==> config.mk <==
export PLATFORM = sky130hd
export DESIGN_NAME = semaforo_sched_flat
export DESIGN_NICKNAME = d
export VERILOG_FILES = /design/src/rtl/semaforo_pkg.sv /design/src/rtl/semaforo_sched_if.sv /design/src/rtl/semaforo_sched_rr_arbiter3.sv /design/src/rtl/semaforo_sched.sv /design/src/flat_wrapper.sv
export SDC_FILE = /design/constraint.sdc
export NUM_CORES = 1
export LEC_CHECK = 0
export CAP_MARGIN = 20
export CORE_MARGIN = 2
export CORE_UTILIZATION = 35
export DETAILED_ROUTE_END_ITERATION = 12
export DONT_BUFFER_PORTS = 1
export GPL_TIMING_DRIVEN = 1
export PLACE_DENSITY_LB_ADDON = 0.15
export SYNTH_ARGS = -nofsm -noshare
export SYNTH_HDL_FRONTEND = slang
export SYNTH_SLANG_ARGS = --single-unit
==> constraint.sdc <==
create_clock -name CLK100MHZ -period 2.24 [get_ports CLK100MHZ]
set_input_delay 0.448 -clock CLK100MHZ [delete_from_list [all_inputs] [get_ports CLK100MHZ]]
set_output_delay 0.448 -clock CLK100MHZ [all_outputs]
set_load 0.05 [all_outputs]
==> src/rtl/semaforo_pkg.sv <==
`default_nettype none
// ============================================================================
// Module      : semaforo_pkg
// Description : Phase codes, lamp encodings and request indices shared by the
//               intersection phase scheduler.
// Revision    : 1.0 - initial release
// ============================================================================
package semaforo_pkg;

    typedef enum logic [2:0] {
        ALL_RED   = 3'd0,
        NS_GREEN  = 3'd1,
        NS_YELLOW = 3'd2,
        EW_GREEN  = 3'd3,
        EW_YELLOW = 3'd4,
        PED_WALK  = 3'd5,
        EMERG     = 3'd6
    } phase_e;

    typedef logic [2:0] light_t;

    localparam light_t LIGHT_R = 3'b100;
    localparam light_t LIGHT_Y = 3'b010;
    localparam light_t LIGHT_G = 3'b001;

    localparam logic [1:0] NS  = 2'd0;
    localparam logic [1:0] EW  = 2'd1;
    localparam logic [1:0] PED = 2'd2;

    function automatic light_t ns_light_of(input phase_e p);
        case (p)
            NS_GREEN:  return LIGHT_G;
            NS_YELLOW: return LIGHT_Y;
            default:   return LIGHT_R;
        endcase
    endfunction

    function automatic light_t ew_light_of(input phase_e p);
        case (p)
            EW_GREEN:  return LIGHT_G;
            EW_YELLOW: return LIGHT_Y;
            default:   return LIGHT_R;
        endcase
    endfunction

endpackage
`default_nettype wire

==> src/rtl/semaforo_sched_if.sv <==
`default_nettype none
// ============================================================================
// Module      : semaforo_sched_if
// Description : Tick, request and lamp signals between the prescaler/sensors
//               side and the phase scheduler.
// Revision    : 1.0 - initial release
// ============================================================================
interface semaforo_sched_if;
    import semaforo_pkg::*;

    logic   tick;
    logic   req_ns;
    logic   req_ew;
    logic   req_ped;
    logic   emerg;
    light_t ns_light;
    light_t ew_light;
    logic   walk;
    logic   ped_ack;
    logic [2:0] phase;

    modport master (
        output tick, req_ns, req_ew, req_ped, emerg,
        input  ns_light, ew_light, walk, ped_ack, phase
    );

    modport slave (
        input  tick, req_ns, req_ew, req_ped, emerg,
        output ns_light, ew_light, walk, ped_ack, phase
    );
endinterface
`default_nettype wire

==> src/rtl/semaforo_sched_rr_arbiter3.sv <==
`default_nettype none
// ============================================================================
// Module      : rr_arbiter3
// Description : Combinational three-way round-robin arbiter; search starts
//               just after the last served requester.
// Revision    : 1.0 - initial release
// ============================================================================
module rr_arbiter3
    import semaforo_pkg::*;
(
    input  wire logic [2:0] pend,
    input  wire logic [1:0] last_served,
    output logic      [2:0] grant,
    output logic            valid
);

    logic [1:0] w_first;
    logic [1:0] w_second;
    logic [1:0] w_third;

    always_comb begin
        w_first  = NS;
        w_second = EW;
        w_third  = PED;
        case (last_served)
            NS: begin
                w_first  = EW;
                w_second = PED;
                w_third  = NS;
            end
            EW: begin
                w_first  = PED;
                w_second = NS;
                w_third  = EW;
            end
            default: ;
        endcase

        grant = 3'b000;
        if (pend[w_first])
            grant[w_first] = 1'b1;
        else if (pend[w_second])
            grant[w_second] = 1'b1;
        else if (pend[w_third])
            grant[w_third] = 1'b1;
    end

    assign valid = |pend;

endmodule
`default_nettype wire

==> src/rtl/semaforo_sched.sv <==
`default_nettype none
// ============================================================================
// Module      : semaforo_sched
// Description : Tick-driven phase scheduler for a two-road intersection with a
//               pedestrian crossing and an emergency all-red override.
// Revision    : 1.0 - initial release
// ============================================================================
module semaforo_sched
    import semaforo_pkg::*;
#(
    parameter int GREEN_MIN = 5,
    parameter int GREEN_MAX = 15,
    parameter int YELLOW_T  = 3,
    parameter int ALLRED_T  = 1,
    parameter int WALK_T    = 8,
    parameter int CNT_W     = 5
) (
    input  wire logic        CLK100MHZ,
    input  wire logic        reset,
    semaforo_sched_if.slave  sig
);

    if (GREEN_MIN < 1 || GREEN_MIN > 2**CNT_W - 1 ||
        GREEN_MAX < 1 || GREEN_MAX > 2**CNT_W - 1 ||
        YELLOW_T  < 1 || YELLOW_T  > 2**CNT_W - 1 ||
        ALLRED_T  < 1 || ALLRED_T  > 2**CNT_W - 1 ||
        WALK_T    < 1 || WALK_T    > 2**CNT_W - 1) begin : g_bad_duration
        $error("semaforo_sched: every duration must lie in 1..2**CNT_W-1");
    end

    localparam logic [CNT_W-1:0] c_green_min_last = CNT_W'(GREEN_MIN - 1);
    localparam logic [CNT_W-1:0] c_green_max_last = CNT_W'(GREEN_MAX - 1);
    localparam logic [CNT_W-1:0] c_yellow_last    = CNT_W'(YELLOW_T - 1);
    localparam logic [CNT_W-1:0] c_allred_last    = CNT_W'(ALLRED_T - 1);
    localparam logic [CNT_W-1:0] c_walk_last      = CNT_W'(WALK_T - 1);
    localparam logic [CNT_W-1:0] c_timer_sat      = '1;

    phase_e           r_state;
    logic [CNT_W-1:0] r_timer;
    logic [2:0]       r_pend;
    logic [1:0]       r_last_served;
    light_t           r_ns_light;
    light_t           r_ew_light;
    logic             r_walk;
    logic             r_ped_ack;

    phase_e     w_next;
    logic [2:0] w_req;
    logic [2:0] w_own_active;
    logic [2:0] w_enter;
    logic [2:0] w_pend_next;
    logic [2:0] w_grant;
    logic       w_grant_valid;
    logic [1:0] w_grant_idx;
    logic       w_granting;

    assign w_req = {sig.req_ped, sig.req_ew, sig.req_ns};

    rr_arbiter3 u_arb (
        .pend        (r_pend),
        .last_served (r_last_served),
        .grant       (w_grant),
        .valid       (w_grant_valid)
    );

    assign w_grant_idx = w_grant[NS] ? NS : (w_grant[EW] ? EW : PED);

    always_comb begin
        w_next = r_state;
        if (sig.tick) begin
            case (r_state)
                ALL_RED: begin
                    if (sig.emerg)
                        w_next = EMERG;
                    else if (r_timer >= c_allred_last && w_grant_valid)
                        w_next = (w_grant_idx == NS) ? NS_GREEN :
                                 (w_grant_idx == EW) ? EW_GREEN : PED_WALK;
                end
                NS_GREEN: begin
                    if (sig.emerg || r_timer == c_green_max_last ||
                        (r_timer >= c_green_min_last && (r_pend[EW] || r_pend[PED])))
                        w_next = NS_YELLOW;
                end
                EW_GREEN: begin
                    if (sig.emerg || r_timer == c_green_max_last ||
                        (r_timer >= c_green_min_last && (r_pend[NS] || r_pend[PED])))
                        w_next = EW_YELLOW;
                end
                NS_YELLOW, EW_YELLOW: begin
                    if (r_timer == c_yellow_last)
                        w_next = sig.emerg ? EMERG : ALL_RED;
                end
                PED_WALK: begin
                    if (sig.emerg)
                        w_next = EMERG;
                    else if (r_timer == c_walk_last)
                        w_next = ALL_RED;
                end
                EMERG: begin
                    if (!sig.emerg)
                        w_next = ALL_RED;
                end
                default: w_next = ALL_RED;
            endcase
        end
    end

    // A requester's own service phase masks its sensor; entering that phase clears it.
    assign w_own_active = {r_state == PED_WALK, r_state == EW_GREEN, r_state == NS_GREEN};
    assign w_enter      = {w_next == PED_WALK && r_state != PED_WALK,
                           w_next == EW_GREEN && r_state != EW_GREEN,
                           w_next == NS_GREEN && r_state != NS_GREEN};
    assign w_pend_next  = (r_pend | (w_req & ~w_own_active)) & ~w_enter;
    assign w_granting   = (r_state == ALL_RED) && (|w_enter);

    always_ff @(posedge CLK100MHZ) begin
        if (reset) begin
            r_state       <= ALL_RED;
            r_timer       <= '0;
            r_pend        <= 3'b000;
            r_last_served <= PED;
            r_ns_light    <= LIGHT_R;
            r_ew_light    <= LIGHT_R;
            r_walk        <= 1'b0;
            r_ped_ack     <= 1'b0;
        end else begin
            r_state <= w_next;
            if (sig.tick) begin
                if (w_next != r_state)
                    r_timer <= '0;
                else if (r_timer != c_timer_sat)
                    r_timer <= r_timer + 1'b1;
            end
            r_pend <= w_pend_next;
            if (w_granting)
                r_last_served <= w_grant_idx;
            r_ns_light <= ns_light_of(w_next);
            r_ew_light <= ew_light_of(w_next);
            r_walk     <= (w_next == PED_WALK);
            r_ped_ack  <= w_enter[PED];
        end
    end

    assign sig.ns_light = r_ns_light;
    assign sig.ew_light = r_ew_light;
    assign sig.walk     = r_walk;
    assign sig.ped_ack  = r_ped_ack;
    assign sig.phase    = r_state;

endmodule
`default_nettype wire
==> src/flat_wrapper.sv <==
// flat-port wrapper written by rule: the top's interface ports become plain ports
module semaforo_sched_flat import semaforo_pkg::*;
#(
    parameter int GREEN_MIN = 5,
    parameter int GREEN_MAX = 15,
    parameter int YELLOW_T  = 3,
    parameter int ALLRED_T  = 1,
    parameter int WALK_T    = 8,
    parameter int CNT_W     = 5
)
  (CLK100MHZ, reset, sig_tick, sig_req_ns, sig_req_ew, sig_req_ped, sig_emerg, sig_ns_light, sig_ew_light, sig_walk, sig_ped_ack, sig_phase);
  semaforo_sched_if sig_i ();
  input  wire logic CLK100MHZ;
  input  wire logic reset;
  input wire logic [$bits(sig_i.tick)-1:0] sig_tick;
  input wire logic [$bits(sig_i.req_ns)-1:0] sig_req_ns;
  input wire logic [$bits(sig_i.req_ew)-1:0] sig_req_ew;
  input wire logic [$bits(sig_i.req_ped)-1:0] sig_req_ped;
  input wire logic [$bits(sig_i.emerg)-1:0] sig_emerg;
  output wire logic [$bits(sig_i.ns_light)-1:0] sig_ns_light;
  output wire logic [$bits(sig_i.ew_light)-1:0] sig_ew_light;
  output wire logic [$bits(sig_i.walk)-1:0] sig_walk;
  output wire logic [$bits(sig_i.ped_ack)-1:0] sig_ped_ack;
  output wire logic [$bits(sig_i.phase)-1:0] sig_phase;
  assign sig_i.tick = sig_tick;
  assign sig_i.req_ns = sig_req_ns;
  assign sig_i.req_ew = sig_req_ew;
  assign sig_i.req_ped = sig_req_ped;
  assign sig_i.emerg = sig_emerg;
  assign sig_ns_light = sig_i.ns_light;
  assign sig_ew_light = sig_i.ew_light;
  assign sig_walk = sig_i.walk;
  assign sig_ped_ack = sig_i.ped_ack;
  assign sig_phase = sig_i.phase;
  semaforo_sched #(.GREEN_MIN(GREEN_MIN), .GREEN_MAX(GREEN_MAX), .YELLOW_T(YELLOW_T), .ALLRED_T(ALLRED_T), .WALK_T(WALK_T), .CNT_W(CNT_W)) u_core (.CLK100MHZ(CLK100MHZ), .reset(reset), .sig(sig_i));
endmodule
==> out/results.ini <==
[critical_path]
required_ns = 2.39
critPathMaxFanout = 3
crit_arrival_ns = 2.36
crit_type = reg2reg
startpoint_type = flop
crit_chain = ha_4, and4b_1, nor4_1, a311oi_2, buf_4, a22o_1, buf_4, nand2_1, nor3_1, nor3_1
max_stage_delay_ns = 0.39
critPathSlowestCell = a311oi_2
cp-end-kind = flop

[clocking]
cts_tree = built
cts_root_buf = clkbuf_8
cts_sinks = 21
clk_path_buf_depth = 2
cts_buffers = 3
htreeDepth = 1
worstSkewPairLatency_ns = 0.25
clk_pin_slew_worst_paths_ns = 0.07

[hold_path]
hold_class = in2reg

[logic_synthesis]
ys.flop_type = dfxtp_1
synth_cell_types = 54
syn-num-nets = 171
yosysWarningCount = 0
syn_area_sq_um = 1350
yosysTopAreaCell = dfxtp_1
yosysTopAreaCellShare_pct = 31.1
synth.area.top_cells = dfxtp_1 31%, nor3_1 4.1%, ha_1 3.7%
syn_inst = 160
async_flop_share_pct = 0
yosysSeqAreaShare_pct = 31.1
synth_edf_count = 0
avgSynthCellArea_sq_um = 8.45
ys_ff_latch = 21

[placement]
port_buffers = 0
place_congestion = 0.835
placed_cells = 224
post-dp-hpwl_mm = 2.44

[die]
row_count = 22
die_area_sq_um = 4380
initial_utilization_pct = 36.7
die-width_um = 66.2
dieHeight_um = 66.2
io_pins = 18
core_sq_um = 3690

[global_route]
overflow = 0
antenna_found_initial = 0
met3_usage_pct = 4.43
grt_pass1_vias = 1222
grt_usage_pct = 17.2
met1_usage_pct = 24.8
grt_max_degree = 22
grt_pass1_wl_mm = 5.90
grt-busiest-layer = met2
met2_usage_pct = 25.0

[status]
status = complete, no violations

[cells_and_area]
antenna_cells = 0
nFillCells = 378
layout_common_cells = 30 x buf_4, 13 x nor2_1, 13 x dfxtp_1, 10 x nor3_1, 9 x nand2_1
area_growth_pct = 28.2
final_cells = 231
final_common_cell = buf_4
nets = 195
drive_gt1_share_pct = 33.9

[run]
maxCapViolCount = 0

[timing]
hold_viol_final = 0
fin_crit_sh_pct = 98.6
max_slew_margin_pct = 66.9
worst_pin_slew_ns = 0.496
fin_crit_ns = 2.21
clock.fmax_ghz = 0.453
rsz0062_at_grt = true
setup_viol = 0
fin_skew_ns = 0.00191
drv_slew = 0

[power]
totalPowerFinal_w = 0.00100
peakVddDrop_v = 0.000377
pwr_density_cell_nw_per_um2 = 578
leakage_nw = 0.657

[routing]
vias = 1288
dr.pass1.iters = 4
wl_mm = 3.39
avgRoutedWirePerCell_um = 14.7
drc_errors = 0
ant_nets = 0
viasPerCell = 5.58
drt_iter0_drc = 108

==> cells in the mapped netlist (2+ instances only) <==
| master | instances |
|---|---|
| clkbuf_1 | 5 |
| nand3_1 | 2 |
| nor3b_1 | 4 |
| o221ai_1 | 2 |
| nor3_1 | 11 |
| nor4_1 | 3 |
| nand3b_1 | 2 |
| nand2_1 | 9 |
| ha_1 | 4 |
| inv_1 | 8 |
| buf_2 | 4 |
| a31oi_1 | 4 |
| a21oi_1 | 7 |
| nor4b_4 | 2 |
| mux2i_1 | 3 |
| o21ai_1 | 3 |
| a211oi_1 | 2 |
| nand4b_1 | 2 |
| o21ai_0 | 3 |
| dfxtp_1 | 21 |
| nand2b_1 | 7 |
| or3b_1 | 2 |
| xor2_1 | 2 |
| nor2b_1 | 2 |
| nand4_1 | 2 |
| o22ai_1 | 2 |
| and3_1 | 3 |
| nor2_1 | 13 |
==> final timing paths <==
path | startpoint | end | slack, ns | depth (start not counted)
worst min-delay path | reset | u_core.r_timer[3] | 0.25 | 1
worst min register to register | u_core.r_last_served[1] | u_core.r_last_served[1] | 0.52 | 1
worst max register to register | u_core.r_timer[1] | u_core.r_pend[0] | 0.03 | 10
worst max-delay path | u_core.r_timer[1] | u_core.r_pend[0] | 0.03 | 10
==> layout make-up <==
| class | instances | area [sq um] | area share [%] |
|---|---|---|---|
| Inverter | 8 | 30.0 | 1.73 |
| Tap cell | 48 | 60.1 | 3.46 |
| Multi-Input combinational cell | 120 | 943 | 54.4 |
| Clock buffer | 4 | 45.0 | 2.60 |
| Timing Repair Buffer | 30 | 225 | 13.0 |
| Sequential cell | 21 | 430 | 24.8 |
==> power by group <==
part / switching, W / total, W / internal (W) / leakage, nW
Sequential: 0.0000684 / 0.000467 / 0.000399 / 0.175
Clock: 0.000115 / 0.000241 / 0.000126 / 0.0228
Combinational: 0.000147 / 0.000293 / 0.000146 / 0.459
==> metrics by stage <==
stage          setup slack, ns  TNS (ns)  hold slack, ns  util, %  instance area, sq um
2_1_floorplan           0.0212         0           0.461        -                  1360
3_3_place_gp            -0.159    -0.526           0.487     42.3                  1560
3_5_place_dp           -0.0712    -0.159           0.502     42.3                  1560
4_1_cts                0.00305         0           0.243     45.0                  1660
5_1_grt                -0.0687    -0.249           0.231     47.0                  1730
6_report                0.0310         0           0.247     47.0                  1730
==> timing repair <==
item / 4_1_cts / 5_1_grt
resized for setup: 11 / 12
hold buffers: 0 / 0
setup buffers: 1 / 2
pin swaps: 8 / 13
cloned: 0 / 0
endpoints found under the setup margin: 7 / 12
==> cells by family (layout without fill, tap and decap cells) <==
| family | after synthesis | count (layout) | share of synthesized area [%] |
|---|---|---|---|
| AND/OR/NAND/NOR | 71 | 71 | 32.7 |
| AO/OA/AOI/OAI | 40 | 40 | 22.5 |
| flip-flops | 21 | 21 | 31.1 |
| buffers and inverters | 19 | 42 | 6.48 |
| adder cells (fa/ha/maj) | 4 | 4 | 3.70 |
| multiplexers | 3 | 3 | 2.22 |
| XOR/XNOR | 2 | 2 | 1.30 |
==> critical path: cells and delay by family (launching register included) <==
kind | cells | cell delay (ns)
flip-flops | 1 | 0.38
adder cells (fa/ha/maj) | 1 | 0.15
buffers and inverters | 2 | 0.34
AND/OR/NAND/NOR | 5 | 0.63
AO/OA/AOI/OAI | 2 | 0.60
==> routing by layer <==
metal	up-vias	wire, um
li1	642	-
met1	597	1590
met2	47	1490
met3	2	287
met4	0	23
met5	-	0
==> registers in the layout, summed over array words and instances, names as in the netlist <==
| register | count |
|---|---|
| u_core.r_last_served | 2 |
| u_core.sig.ew_light | 3 |
| u_core.sig.phase | 3 |
| u_core.r_pend | 3 |
| u_core.r_timer | 5 |
| u_core.sig.walk | 1 |
| u_core.sig.ped_ack | 1 |
| u_core.sig.ns_light | 3 |
No activity file was read; power rests on OpenSTA's default activity.
